[config.mk]
export PLATFORM = sky130hd
export DESIGN_NAME = seven_seg_scanner_flat
export DESIGN_NICKNAME = d
export VERILOG_FILES = /design/src/rtl/seven_seg_scanner_if.sv /design/src/rtl/seven_seg_scanner.sv /design/src/flat_wrapper.sv
export SDC_FILE = /design/constraint.sdc
export NUM_CORES = 1
export LEC_CHECK = 0
export ABC_AREA = 1
export BUFFER_PORTS_ARGS = -buffer_cell sky130_fd_sc_hd__buf_2
export CORE_ASPECT_RATIO = 0.7
export CORE_MARGIN = 2
export CORE_UTILIZATION = 40
export DETAILED_ROUTE_END_ITERATION = 8
export GPL_ROUTABILITY_DRIVEN = 0
export GPL_TIMING_DRIVEN = 0
export PLACE_DENSITY = 0.57
export SETUP_SLACK_MARGIN = 0.2
export SLEW_MARGIN = 0
export SYNTH_ARGS = -nofsm -noshare
export SYNTH_HDL_FRONTEND = slang
export SYNTH_SLANG_ARGS = --single-unit
[constraint.sdc]
create_clock -name clk_100mhz -period 3.45 [get_ports clk_100mhz]
set_input_delay 0.1725 -clock clk_100mhz [delete_from_list [all_inputs] [get_ports clk_100mhz]]
set_output_delay 0.1725 -clock clk_100mhz [all_outputs]
set_load 0.01 [all_outputs]
[src/rtl/seven_seg_scanner_if.sv]
// Display-side bundle for the stopwatch's 7-segment scanner.
// The master drives the BCD time digits and the adjust status, and it receives the
// active-low segment, decimal-point and anode drives.
interface seven_seg_scanner_if;
  logic [3:0] bcd_min_tens;
  logic [3:0] bcd_min_ones;
  logic [3:0] bcd_sec_tens;
  logic [3:0] bcd_sec_ones;
  logic       is_adj;
  logic       is_sel_sec;
  logic [6:0] seg;
  logic       dp;
  logic [3:0] an;

  modport master (
    output bcd_min_tens, bcd_min_ones, bcd_sec_tens, bcd_sec_ones,
    output is_adj, is_sel_sec,
    input  seg, dp, an
  );

  modport slave (
    input  bcd_min_tens, bcd_min_ones, bcd_sec_tens, bcd_sec_ones,
    input  is_adj, is_sel_sec,
    output seg, dp, an
  );
endinterface

[src/rtl/seven_seg_scanner.sv]
// Four-digit, common-anode, time-multiplexed 7-segment driver for the stopwatch.
// Each digit slot starts with GUARD cycles where every anode is off, to stop ghosting.
// All four digits are captured together at each frame boundary, so a frame never mixes
// two stopwatch states. In adjust mode the selected field blinks.
// The outputs are registered one clock after counter, index and phase state.
module seven_seg_scanner #(
  parameter int unsigned REFRESH_DIV = 100000,
  parameter int unsigned BLINK_DIV   = 25000000,
  parameter int unsigned GUARD       = 2
) (
  input  logic               clk_100mhz,
  input  logic               rst_n,
  seven_seg_scanner_if.slave disp
);

  localparam int unsigned RW = (REFRESH_DIV > 1) ? $clog2(REFRESH_DIV) : 1;
  localparam int unsigned BW = (BLINK_DIV > 1) ? $clog2(BLINK_DIV) : 1;
  localparam logic [RW-1:0] REFRESH_LAST = RW'(REFRESH_DIV - 1);
  localparam logic [BW-1:0] BLINK_LAST   = BW'(BLINK_DIV - 1);
  localparam logic [RW-1:0] GUARD_CNT    = RW'(GUARD);

  typedef enum logic {
    PH_ON  = 1'b0,
    PH_OFF = 1'b1
  } phase_t;

  logic [RW-1:0]   refresh_cnt;
  logic [1:0]      idx;
  logic [3:0][3:0] snap;
  logic [BW-1:0]   blink_cnt;
  phase_t          phase;
  phase_t          phase_nxt;

  logic            refresh_tc;
  logic            blink_tc;
  logic            field_sel;
  logic            blank;
  logic [3:0]      an_d;
  logic [6:0]      seg_d;
  logic            dp_d;
  logic [3:0]      an_q;
  logic [6:0]      seg_q;
  logic            dp_q;

  assign refresh_tc = (refresh_cnt == REFRESH_LAST);
  assign blink_tc   = (blink_cnt == BLINK_LAST);

  // Active-low decode: {G,F,E,D,C,B,A}; non-BCD codes show a dash.
  function automatic logic [6:0] seg_decode(input logic [3:0] d);
    logic [6:0] s;
    case (d)
      4'd0:    s = 7'b1000000;
      4'd1:    s = 7'b1111001;
      4'd2:    s = 7'b0100100;
      4'd3:    s = 7'b0110000;
      4'd4:    s = 7'b0011001;
      4'd5:    s = 7'b0010010;
      4'd6:    s = 7'b0000010;
      4'd7:    s = 7'b1111000;
      4'd8:    s = 7'b0000000;
      4'd9:    s = 7'b0010000;
      default: s = 7'b0111111;
    endcase
    return s;
  endfunction

  // Slot timer, digit index and frame-boundary snapshot of all four digits.
  always_ff @(posedge clk_100mhz or negedge rst_n) begin
    if (!rst_n) begin
      refresh_cnt <= '0;
      idx         <= '0;
      snap        <= '0;
    end else if (refresh_tc) begin
      refresh_cnt <= '0;
      idx         <= idx + 2'd1;
      if (idx == 2'd3)
        snap <= {disp.bcd_min_tens, disp.bcd_min_ones, disp.bcd_sec_tens, disp.bcd_sec_ones};
    end else begin
      refresh_cnt <= refresh_cnt + RW'(1);
    end
  end

  // Blink half-period counter; runs only while adjusting.
  always_ff @(posedge clk_100mhz or negedge rst_n) begin
    if (!rst_n)
      blink_cnt <= '0;
    else if (!disp.is_adj || blink_tc)
      blink_cnt <= '0;
    else
      blink_cnt <= blink_cnt + BW'(1);
  end

  // Blink phase register.
  always_ff @(posedge clk_100mhz or negedge rst_n) begin
    if (!rst_n)
      phase <= PH_ON;
    else
      phase <= phase_nxt;
  end

  // Blink phase next-state: forced on outside adjust mode, toggles each half-period.
  always_comb begin
    phase_nxt = phase;
    if (!disp.is_adj)
      phase_nxt = PH_ON;
    else if (blink_tc)
      phase_nxt = (phase == PH_ON) ? PH_OFF : PH_ON;
  end

  // Next display drive from current slot state, the snapshot and live status.
  always_comb begin
    an_d      = '1;
    seg_d     = '1;
    dp_d      = 1'b1;
    field_sel = disp.is_sel_sec ? (idx < 2'd2) : (idx >= 2'd2);
    blank     = (refresh_cnt < GUARD_CNT) ||
                (disp.is_adj && (phase == PH_OFF) && field_sel);
    if (!blank) begin
      an_d  = ~(4'b0001 << idx);
      seg_d = seg_decode(snap[idx]);
      dp_d  = (idx != 2'd2);
    end
  end

  // Registered display outputs; idle (all off) in reset.
  always_ff @(posedge clk_100mhz or negedge rst_n) begin
    if (!rst_n) begin
      an_q  <= '1;
      seg_q <= '1;
      dp_q  <= 1'b1;
    end else begin
      an_q  <= an_d;
      seg_q <= seg_d;
      dp_q  <= dp_d;
    end
  end

  assign disp.an  = an_q;
  assign disp.seg = seg_q;
  assign disp.dp  = dp_q;

endmodule
[src/flat_wrapper.sv]
// flat-port wrapper written by rule: the top's interface ports become plain ports
module seven_seg_scanner_flat 
#(
  parameter int unsigned REFRESH_DIV = 100000,
  parameter int unsigned BLINK_DIV   = 25000000,
  parameter int unsigned GUARD       = 2
)
  (clk_100mhz, rst_n, disp_bcd_min_tens, disp_bcd_min_ones, disp_bcd_sec_tens, disp_bcd_sec_ones, disp_is_adj, disp_is_sel_sec, disp_seg, disp_dp, disp_an);
  seven_seg_scanner_if disp_i ();
  input  logic clk_100mhz;
  input  logic rst_n;
  input wire logic [$bits(disp_i.bcd_min_tens)-1:0] disp_bcd_min_tens;
  input wire logic [$bits(disp_i.bcd_min_ones)-1:0] disp_bcd_min_ones;
  input wire logic [$bits(disp_i.bcd_sec_tens)-1:0] disp_bcd_sec_tens;
  input wire logic [$bits(disp_i.bcd_sec_ones)-1:0] disp_bcd_sec_ones;
  input wire logic [$bits(disp_i.is_adj)-1:0] disp_is_adj;
  input wire logic [$bits(disp_i.is_sel_sec)-1:0] disp_is_sel_sec;
  output wire logic [$bits(disp_i.seg)-1:0] disp_seg;
  output wire logic [$bits(disp_i.dp)-1:0] disp_dp;
  output wire logic [$bits(disp_i.an)-1:0] disp_an;
  assign disp_i.bcd_min_tens = disp_bcd_min_tens;
  assign disp_i.bcd_min_ones = disp_bcd_min_ones;
  assign disp_i.bcd_sec_tens = disp_bcd_sec_tens;
  assign disp_i.bcd_sec_ones = disp_bcd_sec_ones;
  assign disp_i.is_adj = disp_is_adj;
  assign disp_i.is_sel_sec = disp_is_sel_sec;
  assign disp_seg = disp_i.seg;
  assign disp_dp = disp_i.dp;
  assign disp_an = disp_i.an;
  seven_seg_scanner #(.REFRESH_DIV(REFRESH_DIV), .BLINK_DIV(BLINK_DIV), .GUARD(GUARD)) u_core (.clk_100mhz(clk_100mhz), .rst_n(rst_n), .disp(disp_i));
endmodule
==> out/metrics.csv <==
stage,metric,value,unit
outcome,outcome,"complete, no violations",
clocking,post_cts_resize_count,0,
synth,synthTopCellsByCount,"nand2_1 (147), nor2_1 (93), dfrtp_1 (61), inv_1 (60), nand3_1 (34)",
global_route,grt_pass1_wl,14.1,mm
floorplanning,die_w,123,um
floorplanning,dieArea,10700,um2
synth,yosysWarnings,0,
synth,yosys.area_share.adder,0.0350,
synth,synthSimpleGateAreaFrac,0.310,
floorplanning,num_rows,30,
finish,nets,579,
finish,final_util,0.476,
synth,synthTopCellsByArea,"dfrtp_1 (39%), nand2_1 (14%), nor2_1 (8.9%), dfstp_2 (7.3%), inv_1 (5.7%)",
synth,synth_area,3940,um2
worst_setup_path,start_kind,flop,
global_route,grt_max_degree,50,
routing,drc,0,
clocking,clk_latency,330,ps
placed_design,placed_area,4280,um2
min_path,min_path_type,in2reg,
global_route,grt_pass1_vias,2991,
pwr,peakVddDrop,0.000280,V
sta,finalCriticalPeriod,1690,ps
synth,synth_mux_area_frac,0,
routing,routed_wl,8.00,mm
pwr,switching_power,0.384,mW
routing,drtPass1Iterations,4,
pwr,p_int,1.45,mW
synth,synth_cell_type_count,28,
synth,seq_area_frac_synth,0.461,
synth,ys_seq_elements,72,
floorplanning,core-area,9650,um2
pwr,p_clk_frac,0.507,
pwr,leakage,2.11,nW
sta,setup_viol,0,
finish,drive_gt1_frac,0.174,
routing,drtIter0Drc,148,
worst_setup_path,critical_path_class,reg2reg,
synth,synth-edff-count,0,
synth,synth-compound-area-share,0.0585,
routing,avgViaCountPerCell,4.58,
clocking,clock-sinks,72,
sta,worstMarginPinSlew,389,ps
finish,fin_area,4590,um2
worst_setup_path,required,3720,ps
worst_setup_path,worstPathArrival,1960,ps
synth,synth_area_per_cell,7.81,um2
finish,n_antenna_cell,0,
synth,syn-num-nets,535,
routing,wl_per_cell,11.8,um
sta,max_slew_margin,0.740,
clocking,htreeDepth,3,
sta,setup_tns,0,ps
pwr,powerDensity,399,nW/um2
finish,syn_to_final_growth,16.7,%
placed_design,hpwl,6.07,mm
floorplanning,initial_core_util,0.408,
routing,ant_nets,0,
global_route,overflow,0,
worst_setup_path,cpMaxStageDelayCell,dfrtp_1,
synth,synthXorXnorAreaFrac,0.0556,
synth,synthMostInstantiatedCell,nand2_1,
finish,nFillCells,956,
routing,vias,3120,
clocking,root_buffer,clkbuf_16,
placed_design,port_buffers,31,
global_route,grtUsageTotal,0.170,
sta,hold_viol_final,0,
worst_setup_path,critPathBufInv,2,
worst_setup_path,cp_common_cell,nand2_1,
clocking,clk_pin_slew_worst_paths,60,ps
sta,report.final.slew_viol_count,0,
sta,skew,7.48,ps
floorplanning,io_pins,32,
pwr,swShare,0.210,
worst_setup_path,critPathMaxStageDelay,400,ps
clocking,cts_tree,yes,
worst_setup_path,path_cells,buf_4 -> inv_4 -> nand2_1 -> nand3_1 -> nand2_1 -> ha_1 -> nand2_1 -> nand3_1 -> nand2_1,
pwr,seqPwrFrac,0.465,
synth,post-synth-top-area-fraction,0.388,
worst_setup_path,setup.worst_path.end_class,flop,
global_route,antenna_found_initial,0,
floorplanning,die_y,87.0,um
job,drv_cap,0,
pwr,comb_power_share,0.028,
worst_setup_path,cp_top_family,simple AND/OR/NAND/NOR gates,
synth,synthCells,504,
sta,rsz0062_at_grt,false,
clocking,clockBufferDepth,2,
synth,synth_largest_area_cell,dfrtp_1,
worst_setup_path,path_max_fanout,11,
sta,timing.fmax,0.591,GHz
synth,async_flop_share,1.00,
synth,synth_top_family_by_area,simple AND/OR/NAND/NOR gates,
synth,ys.flop_type,dfrtp_1,
sta,fin_crit_sh,0.491,
clocking,cts_buffers,9,
[metal layers]
metal | global-route usage | vias to the layer above | part of all wire
met1 | 0.249 | 1420 | 0.54
li1 | - | 1638 | -
met5 | 0 | - | 0
met4 | 0.0617 | 0 | 0.014
met3 | 0.0458 | 8 | 0.038
met2 | 0.241 | 54 | 0.40
[stage by stage]
stage	power (mW)	setup slack [ps]	hold WS, ps	instances
floorplan	0.883	2020	-123	504
global placement	0.914	1750	419	663
detailed placement	0.919	1780	106	664
CTS	1.86	1770	65.0	681
global route	1.91	1610	67.3	681
finish	1.83	1760	76.7	681
[final timing paths]
path	start	end	slack (ps)	cells past startpoint
worst max-delay path	u_core.idx[0]$_DFFE_PN0N_	u_core.disp.seg[3]$_DFF_PN1_	1760	9
worst min-delay path	disp_bcd_min_ones[3]	u_core.snap[11]$_DFFE_PN0P_	80	3
worst max register to register	u_core.idx[0]$_DFFE_PN0N_	u_core.disp.seg[3]$_DFF_PN1_	1760	9
worst min register to register	u_core.refresh_cnt[0]$_DFF_PN0_	u_core.refresh_cnt[0]$_DFF_PN0_	460	1
max in group asynchronous	rst_n	u_core.disp.an[2]$_DFF_PN1_	2560	3
min in group asynchronous	rst_n	u_core.refresh_cnt[4]$_DFF_PN0_	290	2
[power groups by stage]
stage	sequential, mW	clock, mW	combinational (mW)
floorplan	0.866	0	0.0168
global placement	0.866	0	0.0477
detailed placement	0.866	0	0.0531
CTS	0.852	0.953	0.0540
global route	0.851	0.995	0.0600
finish	0.852	0.929	0.0512
[repair_timing]
item / CTS / global route
endpoints found under the setup margin: 0 / 0
buffers inserted: 0 / 0
hold buffers: 1 / 0
endpoints found under the hold margin: 23 / 0
[cells in the final DEF (no fill, tap or decap), drive strengths merged, types with 11 or more instances in the layout]
cell | netlist | final
nand2 | 152 | 152
nand3 | 35 | 35
nor2 | 98 | 98
inv | 64 | 64
ha | 11 | 11
buf | 7 | 39
o21ai | 22 | 22
dfrtp | 61 | 61
clkbuf | 0 | 12
xor2 | 18 | 18
dfstp | 11 | 11
[logic make-up (layout without fill, tap and decap cells)]
| logic type | count (synthesis) | count (layout) |
|---|---|---|
| AO/OA/AOI/OAI | 31 | 31 |
| XOR/XNOR | 25 | 25 |
| adder cells (fa/ha/maj) | 11 | 11 |
| buffers and inverters | 71 | 120 |
| flip-flops | 72 | 72 |
| AND/OR/NAND/NOR | 294 | 294 |
[tightest hold or removal path: stages]
cell	delay [ps]
buf_2	90
inv_1	50
o21ai_2	50
[state kept, by name (all words and copies together), names as in the netlist]
name and flops:
u_core.phase 1, u_core.disp.an 4, u_core.snap 16, u_core.disp.seg 7, u_core.blink_cnt 25, u_core.refresh_cnt 17
u_core.idx 2
[layout make-up]
cell class,instances,area [um2],share of cell area
well taps,128,160,0.0349
inverters,64,243,0.0528
clock inverters,4,53.8,0.0117
flip-flops and latches,72,1820,0.395
clock buffers,12,246,0.0537
repair buffers,33,195,0.0425
plain buffers,7,71.3,0.0155
multi-input cells,361,1810,0.394
No activity file was read; power rests on OpenSTA's default activity.
